File: config.mk
export PLATFORM = sky130hd
export DESIGN_NAME = inst_fetch_ctrl
export DESIGN_NICKNAME = d
export VERILOG_FILES = /design/src/rtl/inst_fetch_ctrl.sv
export SDC_FILE = /design/constraint.sdc
export NUM_CORES = 1
export LEC_CHECK = 0
export ABC_AREA = 1
export CORE_MARGIN = 2
export CORE_UTILIZATION = 45
export DETAILED_ROUTE_END_ITERATION = 8
export MAX_ROUTING_LAYER = met4
export PLACE_DENSITY = 0.78
export SLEW_MARGIN = 20
export SYNTH_ARGS = -nofsm -noshare
export SYNTH_HDL_FRONTEND = slang
export SYNTH_SLANG_ARGS = --single-unit
File: constraint.sdc
create_clock -name Clk -period 2.1 [get_ports Clk]
set_input_delay 0.315 -clock Clk [delete_from_list [all_inputs] [get_ports Clk]]
set_output_delay 0.315 -clock Clk [all_outputs]
set_load 0.05 [all_outputs]
File: src/rtl/inst_fetch_ctrl.sv
// inst_fetch_ctrl: PC sequencing and one-entry fetch buffer with redirect, halt and transfer counting.
module inst_fetch_ctrl #(
    parameter logic [31:0] RESET_PC = 32'h00000000
) (
    input  logic        Clk,
    input  logic        Reset,
    output logic [31:0] Addr,
    input  logic [31:0] Inst,
    input  logic        Redirect,
    input  logic [31:0] RedirectPC,
    input  logic        Halt,
    output logic        OutValid,
    input  logic        OutReady,
    output logic [31:0] OutInst,
    output logic [31:0] OutPC,
    output logic        Halted,
    output logic [31:0] FetchCount
);
    typedef enum logic {RUN, HALT} state_t;
    state_t      state, state_n;
    logic [31:0] pc, pc_n, inst_n, opc_n, count_n;
    logic        valid_n, xfer, fetch;
    assign Addr   = pc;
    assign Halted = (state == HALT);
    always_comb begin
        xfer    = OutValid & OutReady;
        fetch   = !Redirect && !Halt && state == RUN && (!OutValid || OutReady);
        pc_n    = Redirect ? (RedirectPC & 32'hFFFFFFFC) : fetch ? pc + 32'd4 : pc;
        // a redirect flushes the entry even if it transfers this cycle
        valid_n = Redirect ? 1'b0 : fetch ? 1'b1 : xfer ? 1'b0 : OutValid;
        inst_n  = fetch ? Inst : OutInst;
        opc_n   = fetch ? pc : OutPC;
        state_n = Redirect ? RUN : (state == RUN && Halt) ? HALT : state;
        count_n = FetchCount + {31'd0, xfer};
    end
    always_ff @(posedge Clk) begin
        if (Reset) begin
            pc         <= RESET_PC;
            OutValid   <= 1'b0;
            OutInst    <= 32'd0;
            OutPC      <= 32'd0;
            FetchCount <= 32'd0;
            state      <= RUN;
        end else begin
            pc         <= pc_n;
            OutValid   <= valid_n;
            OutInst    <= inst_n;
            OutPC      <= opc_n;
            FetchCount <= count_n;
            state      <= state_n;
        end
    end
endmodule

* Word-level counts from Yosys, hierarchy flattened *
Cells that the tools add are included.

storage, ports and cells
  word-level logic and storage cells = 26
  output and inout port bits = 130
  bits of input ports = 69
  bits in registers = 130

cells by class
  add/subtract/negate cells = 2
  mux-type cells = 4
  reductions and logical operators = 11
  bitwise operators = 2

operators with widths
  operator                 count
  $mux W32                 2
  $add A32 B1 Y32          1
  $add A32 B3 Y32 const B  1
  $logic_and A1 B1 Y1      4
  $reduce_bool A2 Y1       2
  $logic_not A1 Y1         3
  $mux W1                  2
  $reduce_or A2 Y1         1
  $and A1 B1 Y1            1
  $logic_or A1 B1 Y1       1
  $not A1 Y1               1

* Depth between registers and ports, before layout *
Gate-level depths: netlist of the first run.

  depth after elaboration = 6
  gate-level depth with buffers = 13
  mapped depth without buffers = 13

* Least setup slack after synthesis of the first run *
OpenSTA, ideal clock, no wires.

  path kind = register -> register
  start = reg OutValid
  end = reg FetchCount[18]
  arrival time = 1.959 ns
  stages on the path, launching flop included = 14
  setup slack = 0.022 ns
  path buffers = 0
  library setup time = 0.119 ns
  path through = dfxtp_1 > nand2_1 > inv_1 > ha_1 > ha_1 > nand2_1 > inv_1 > nand2_1 > nor2_4 > nand2_1 > nor2_1 > nand2_1 > o21ai_0 > a21oi_1

on the way
  longest elaborated chain between the ends = 2

ends and longest elaborated chain
  element                 line  source
  from (decl)             12    output logic OutValid,
  from (signal assigned)  46    OutValid <= valid_n;
  $and A1 B1 Y1           26    xfer = OutValid & OutReady;
  $add A32 B1 Y32         34    count_n = FetchCount + {31'd0, xfer};
  to (signal assigned)    49    FetchCount <= count_n;
  to (decl)               17    output logic [31:0] FetchCount

No other way between the ends.
A chain may end at the register's enable or synchronous reset.

* Final worst setup path of the first run *
  start = reg FetchCount[22]
  end = out FetchCount[22]

No word-level cell between the ends.

==> results of run 1 <==
==> through the flow <==
step	worst slack, ns	std cells	area [um2]	power [uW]	util, %
2_1_floorplan	0.02173	886	6091	3212	-
3_3_place_gp	-0.1164	1242	8240	3597	62.23
3_5_place_dp	-0.1442	1242	8240	3605	62.23
4_1_cts	0.01400	1274	8860	6714	66.90
5_1_grt	0.003074	1274	8870	6901	66.98
6_report	0.04358	1274	8870	6670	66.98
==> layout make-up <==
type | count | area [um2]
Fill cell | 1144 | 4373
Inverter | 84 | 315.3
Timing Repair Buffer | 219 | 2170
Sequential cell | 126 | 2522
Clock inverter | 6 | 130.1
Clock buffer | 26 | 489.2
Multi-Input combinational cell | 637 | 3023
Tap cell | 176 | 220.2
==> cell families after synthesis <==
logic type | after synthesis
xor gates and xnor gates | 14
adders and majority gates | 3
other | 1
DFF | 126
buffers and inverters | 123
AOI/OAI and AO/OA | 130
and+or+nand+nor | 486
==> registers in the layout, summed over array words and instances, names as in the netlist <==
signal      cells
OutPC          30
OutInst        32
Addr           30
FetchCount     32
Halted          1
OutValid        1
==> metal layers <==
metal  share of wire (%)  vias to the layer above  track usage (%)
met5                   0                        -                -
met4                 1.4                        0            8.140
met3                 7.6                       25            6.745
met2                  47                      250            42.05
met1                  44                     2886            33.02
li1                    -                     3216                -
==> power groups by stage <==
stage          Sequential [uW]  Clock [uW]  Combinational [uW]
6_report                  2570        3110                 991
2_1_floorplan             2910           0                 302
3_5_place_dp              2620           0                 989
4_1_cts                   2570        3150                 996
5_1_grt                   2580        3270                1050
3_3_place_gp              2610           0                 983
==> worst paths after layout <==
path | from | endpoint | slack (ns) | depth (start not counted)
min reg2reg | OutInst[27] | OutInst[27] | 0.46 | 2
max | FetchCount[22] | FetchCount[22] | 0.04 | 1
max reg2reg | OutValid | FetchCount[18] | 0.28 | 13
min | Reset | FetchCount[16] | 0.23 | 2
==> cells in the mapped netlist (all sizes together) <==
cell type  number
nand2         277
dfxtp         126
nor2          109
inv            84
a21oi          82
nand3          61
o21ai          27
buf            23
nor3           18
clkbuf         16
nand3b         12
o21a           12
xor2            9
nand4           7
a31oi           5
xnor2           5
ha              3
a22oi           2
a211oi          1
a22o            1
conb            1
nor3b           1
or2             1
==> what timing repair did <==
item / in CTS / in global routing
hold endpoints to repair: 0 / 0
gates resized for setup: 0 / 4
setup endpoints to repair: 0 / 4
==> worst register-to-register path, stage by stage (launching register included) <==
cell and delay (ns):
dfxtp_1 0.39, nand2_1 0.07, inv_1 0.05, ha_1 0.15, ha_1 0.16, nand2_1 0.06
inv_1 0.07, nand2_1 0.09, nor2_4 0.14, nand2_1 0.11, nor2_1 0.13, nand2_1 0.08
o21ai_0 0.14, a21oi_1 0.06
==> summary.txt, run 1 <==
Clock network
  – Hold-fix buffers, CTS: 0
  – CTS tree: yes
  – CTS buffer count: 17
  – Post-CTS setup repair buffer count: 0
  – Clock transition at the registers of the reported paths: 0.05 ns
  – CTS H-tree depth: 4
  – Clk buf depth: 2
  – Root Driver: clkbuf_16
  – CTS sink cnt: 126
  – Clk_lat worst skew: 0.42 ns

Timing
  – Unrepaired setup endpoints after global routing: no
  – Slew Viols, Final: 0
  – Max Clock Skew: 0.004862 ns
  – Hold WS: 0.2315 ns
  – FMAX: 486.3 MHz
  – Measured slew at the worst slew-check pin: 0.5727 ns
  – Relative slew slack: 61.70%
  – Fin crit period: 2.056 ns
  – Setup violations, final: 0
  – Final period util: 97.92%
  – Final Hold Viols: 0
  – Sum Neg Setup Slack: 0 ns

Worst setup path
  – Worst EP arrival: 1.74 ns
  – Critical-path cell list: clkdlybuf4s50_1
  – CP Class: reg -> out
  – Buf/Inv on CP: 1
  – Worst Path Required: 1.78 ns
  – Crit end category: output port
  – Max incr delay on CP: 0.85 ns
  – CP Launch Type: flop
  – Worst-path maximum fanout: 6
  – CP max-delay cell: clkdlybuf4s50_1
  – CP top delay family: buffers and inverters

Drt
  – DR iter-0 viols: 440
  – Detail Route Antenna Nets: 0
  – Via-to-Cell Ratio: 5.005
  – DRC viols: 0
  – Pre-antenna DRT Iters: 5
  – DR vias: 6377
  – Wire length after detailed routing: 18420 um
  – Routed wire length per instance: 14.46 um

Finish
  – # diodes: 0
  – Share of post-route cells with drive strength above 1: 7.832%
  – Post-layout nets: 1157
  – Area grow syn2layout: 45.89%
  – Commonest cells after routing, fill and taps aside: nand2_1, clkdlybuf4s50_1, dfxtp_1, nor2_1
  – Commonest non-fill, non-tap cell in the layout: nand2_1

Die
  – Die W: 120.2 um
  – # IOs: 199
  – Die ar.: 14460 um2
  – Num rows: 42
  – Effective utilization at floorplan: 45.91%
  – Core area: 13240 um2
  – Die Ht: 120.2 um

Power and ir drop
  – NetSw: 1736 uW
  – P per Cell Area: 752.0 nW/um2
  – Peak supply drop: 560.5 uV
  – Static Leak: 0.003447 uW
  – Switching Fraction: 26.02%
  – Pint: 4934 uW
  – Reg power frac: 38.5%
  – Clock power share: 46.6%
  – Comb pwr share: 14.9%

Yosys
  – Synthesis-stage register bit count: 126
  – Unique masters post-synth: 36
  – Yosys warnings: 0
  – Sequential share of the synthesized area: 41.49%
  – Largest cells by area after synthesis: dfxtp_1, nand2_1, a21oi_1
  – Synth Area in Compound Gates: 11.55%
  – Synth Area in Adders: 0.6174%
  – Mean Syn Cell Area: 6.885 um2
  – Area share of xor/xnor cells in the synthesized design: 2.017%
  – Synth Area in Simple Gates: 35.30%
  – Top cell type by total area after synthesis: dfxtp_1
  – Mux contribution to synthesized area: 0%
  – Yosys top cell area share: 41.49%
  – Synth Instances: 883
  – Main combinational cell family by area after synthesis: simple AND/OR/NAND/NOR gates
  – Syn Std Cell Area: 6080 um2

GRT
  – Total GRT Usage: 26.34%
  – First-pass GRT wire length: 29340 um
  – Number of global-route vias before repair: 5834
  – Largest net degree at the start of global routing: 54
  – Grt ovf: 0
  – Initial antenna violation count: 0

Place
  – DP Wirelength: 13350 um
  – IO Port Bufs: 192
  – GPL Wtd Cong: 0.9332

Hold path
  – Hold Crit Class: in -> reg

Flow run
  – Max Cap Violations: 0

Status
  – Status: completed
No activity file was read; power rests on OpenSTA's default activity.
==> inputs of run 2 (changes only) <==
--- a/config.mk
+++ b/config.mk
@@ -7,10 +7,11 @@
 export LEC_CHECK = 0
 export ABC_AREA = 1
 export CORE_MARGIN = 2
-export CORE_UTILIZATION = 45
+export CORE_UTILIZATION = 46
+export CTS_BUF_LIST = sky130_fd_sc_hd__clkbuf_16
 export DETAILED_ROUTE_END_ITERATION = 8
 export MAX_ROUTING_LAYER = met4
-export PLACE_DENSITY = 0.78
+export PLACE_DENSITY = 0.79
 export SLEW_MARGIN = 20
 export SYNTH_ARGS = -nofsm -noshare
 export SYNTH_HDL_FRONTEND = slang
==> run 2 against run 1 <==
  * Die area shrank 2.1%
  * Final cell count is essentially flat
  * Maximum frequency is 0.36% higher
  * Non-clock buffer count is 1 higher
  * Wire length is 0.96% lower
  * First-iteration DRC count rose by 6.6%
  * Worst hold slack better by 0.062 ns
  * Via count hardly changed
  * Design area decreased by 0.38%
  * Critical path type unchanged
  * Largest cell class unchanged
==> summary.txt, run 2 (synthesized netlist as in run 1, its figures left out) <==
Finish
  – Largest registers: FetchCount x32, OutInst x32 (unchanged)
  – Multi-input gate area: 3025 um2 (was 3023 um2)
  – Fin util: 67.53% (was 66.98%)
  – Post-layout nets: 1158 (was 1157)
  – Area grow syn2layout: 45.34% (was 45.89%)
  – Commonest non-fill, non-tap cell in the layout: nand2_1 (unchanged)
  – # fillers: 1113 (was 1144)
  – Commonest cells after routing, fill and taps aside: nand2_1, clkdlybuf4s50_1, dfxtp_1, nor2_1, inv_1 (was nand2_1, clkdlybuf4s50_1, dfxtp_1, nor2_1)
  – Share of post-route cells with drive strength above 1: 7.832% (unchanged)
  – FF/Latch Area: 2522 um2 (unchanged)

Die
  – Die ar.: 14150 um2 (was 14460 um2)
  – Num rows: 42 (unchanged)
  – # IOs: 199 (unchanged)
  – Core area: 13090 um2 (was 13240 um2)
  – Effective utilization at floorplan: 46.46% (was 45.91%)
  – Die W: 119.0 um (was 120.2 um)
  – Die Ht: 119.0 um (was 120.2 um)

Worst setup path
  – Worst Path Required: 1.78 ns (about the same)
  – Worst-path maximum fanout: 5 (was 6)
  – Worst EP arrival: 1.73 ns (was 1.74 ns)
  – Critical-path cell list: clkdlybuf4s50_1 (unchanged)
  – Buf/Inv on CP: 1 (unchanged)
  – Max incr delay on CP: 0.85 ns (about the same)
  – CP Class: reg -> out (unchanged)
  – CP top delay family: buffers and inverters (unchanged)
  – CP Launch Type: flop (unchanged)
  – Crit end category: output port (unchanged)
  – CP max-delay cell: clkdlybuf4s50_1 (unchanged)

Place
  – GPL Wtd Cong: 0.9108 (was 0.9332)
  – IO Port Bufs: 192 (unchanged)
  – Dpl ws: -0.1877 ns (was -0.1442 ns)
  – DP Wirelength: 13150 um (was 13350 um)

Clock network
  – CTS resizes: 0 (unchanged)
  – CTS buffer count: 17 (unchanged)
  – Clk buf depth: 2 (unchanged)
  – Hold-fix buffers, CTS: 0 (unchanged)
  – CTS sink cnt: 126 (unchanged)
  – Clock transition at the registers of the reported paths: 0.05 ns (about the same)
  – CTS H-tree depth: 4 (unchanged)
  – CTS tree: yes (unchanged)
  – Root Driver: clkbuf_16 (unchanged)
  – Clk_lat worst skew: 0.42 ns (about the same)
  – Post-CTS setup repair buffer count: 0 (unchanged)

Drt
  – DR iter-0 viols: 469 (was 440)
  – Routed metal-1 wirelength: 7919 um (was 8024 um)
  – Top layer in use: met4 (unchanged)
  – Via-to-Cell Ratio: 5.002 (was 5.005)
  – Routed length on met3: 1527 um (was 1397 um)
  – Pre-antenna DRT Iters: 6 (was 5)
  – Detail Route Antenna Nets: 0 (unchanged)
  – Routed wire length per instance: 14.31 um (was 14.46 um)
  – Metal2 WL: 8345 um (was 8734 um)
  – DRC viols: 0 (unchanged)
  – Wire length after detailed routing: 18240 um (was 18420 um)
  – DR vias: 6378 (was 6377)

Timing
  – Fin crit period: 2.049 ns (was 2.056 ns)
  – Relative slew slack: 62.97% (was 61.70%)
  – Max Clock Skew: 0.006788 ns (was 0.004862 ns)
  – Final period util: 97.58% (was 97.92%)
  – Sum Neg Setup Slack: 0 ns (unchanged)
  – Setup violations, final: 0 (unchanged)
  – Slew Viols, Final: 0 (unchanged)
  – Post-route setup slack: 0.05091 ns (was 0.04358 ns)
  – FMAX: 488.0 MHz (was 486.3 MHz)
  – Unrepaired setup endpoints after global routing: no (unchanged)
  – Measured slew at the worst slew-check pin: 0.5537 ns (was 0.5727 ns)
  – Final Hold Viols: 0 (unchanged)

Flow run
  – Max Cap Violations: 0 (unchanged)

Power and ir drop
  – Static Leak: 0.003473 uW (was 0.003447 uW)
  – P per Cell Area: 737.5 nW/um2 (was 752.0 nW/um2)
  – Peak supply drop: 569.3 uV (was 560.5 uV)

GRT
  – Grt ovf: 0 (unchanged)
  – First-pass GRT wire length: 29190 um (was 29340 um)
  – Initial antenna violation count: 1 (was 0)
  – Total GRT Usage: 26.62% (was 26.34%)
  – Largest net degree at the start of global routing: 50 (was 54)
  – Number of global-route vias before repair: 5774 (was 5834)

Status
  – Status: completed (unchanged)

Hold path
  – Hold Crit Class: in -> reg (unchanged)
-- run 2: cell types whose count changed in the layout (fill, tap and decap cells not counted) --
| cell | before | now |
|---|---|---|
| clkbuf_1 | 6 | 0 |
| dlymetal6s2s_1 | 4 | 5 |
| nor2_1 | 94 | 93 |
| nor2_2 | 4 | 5 |
| buf_12 | 3 | 2 |
| clkinv_1 | 0 | 4 |
| diode_2 | 0 | 1 |
| clkdlybuf4s50_1 | 187 | 185 |
| clkbuf_8 | 3 | 0 |
| inv_1 | 81 | 85 |
| buf_4 | 25 | 28 |
-- run 2: cell type report --
| type | count | share of cell area, % |
|---|---|---|
| multi-input cells | 637 | 34.24 |
| well taps | 176 | 2.492 |
| diodes | 1 | 0.02832 |
| repair buffers | 220 | 24.50 |
| clock inverters | 14 | 1.813 |
| flip-flops and latches | 126 | 28.55 |
| clock buffers | 17 | 4.815 |
| inverters | 84 | 3.568 |
-- run 2: power by group --
part	switching [uW]	total [uW]	internal, uW	leakage [uW]
Sequential	82.1	2560	2480	0.00103
Combinational	618	987	370	0.00214
Clock	1030	2960	1940	0.000301
-- run 2: path summary, 6_finish.rpt --
path              slack, ns  startpoint  cells after the start             end
setup reg to reg       0.28    OutValid                     13  FetchCount[18]
hold reg to reg        0.46  OutInst[8]                      2      OutInst[8]
setup / recovery       0.05    Addr[17]                      1        Addr[17]
hold / removal         0.29       Reset                      2        Addr[29]
-- run 2: metal layers --
| metal | up-vias | track usage [%] |
|---|---|---|
| met5 | - | - |
| met4 | 0 | 9.673 |
| met3 | 34 | 7.423 |
| met2 | 274 | 41.09 |
| met1 | 2850 | 33.38 |
| li1 | 3220 | - |
-- run 2: per-stage QoR --
stage | std cells | power (uW) | hold slack (ns) | cell area, um2
global placement | 1243 | 3593 | 0.4463 | 8233
CTS | 1274 | 6548 | 0.2843 | 8818
detailed placement | 1243 | 3599 | 0.4530 | 8233
floorplan | 886 | 3212 | 0.4531 | 6091
global route | 1275 | 6739 | 0.2996 | 8836
finish | 1275 | 6516 | 0.2936 | 8836
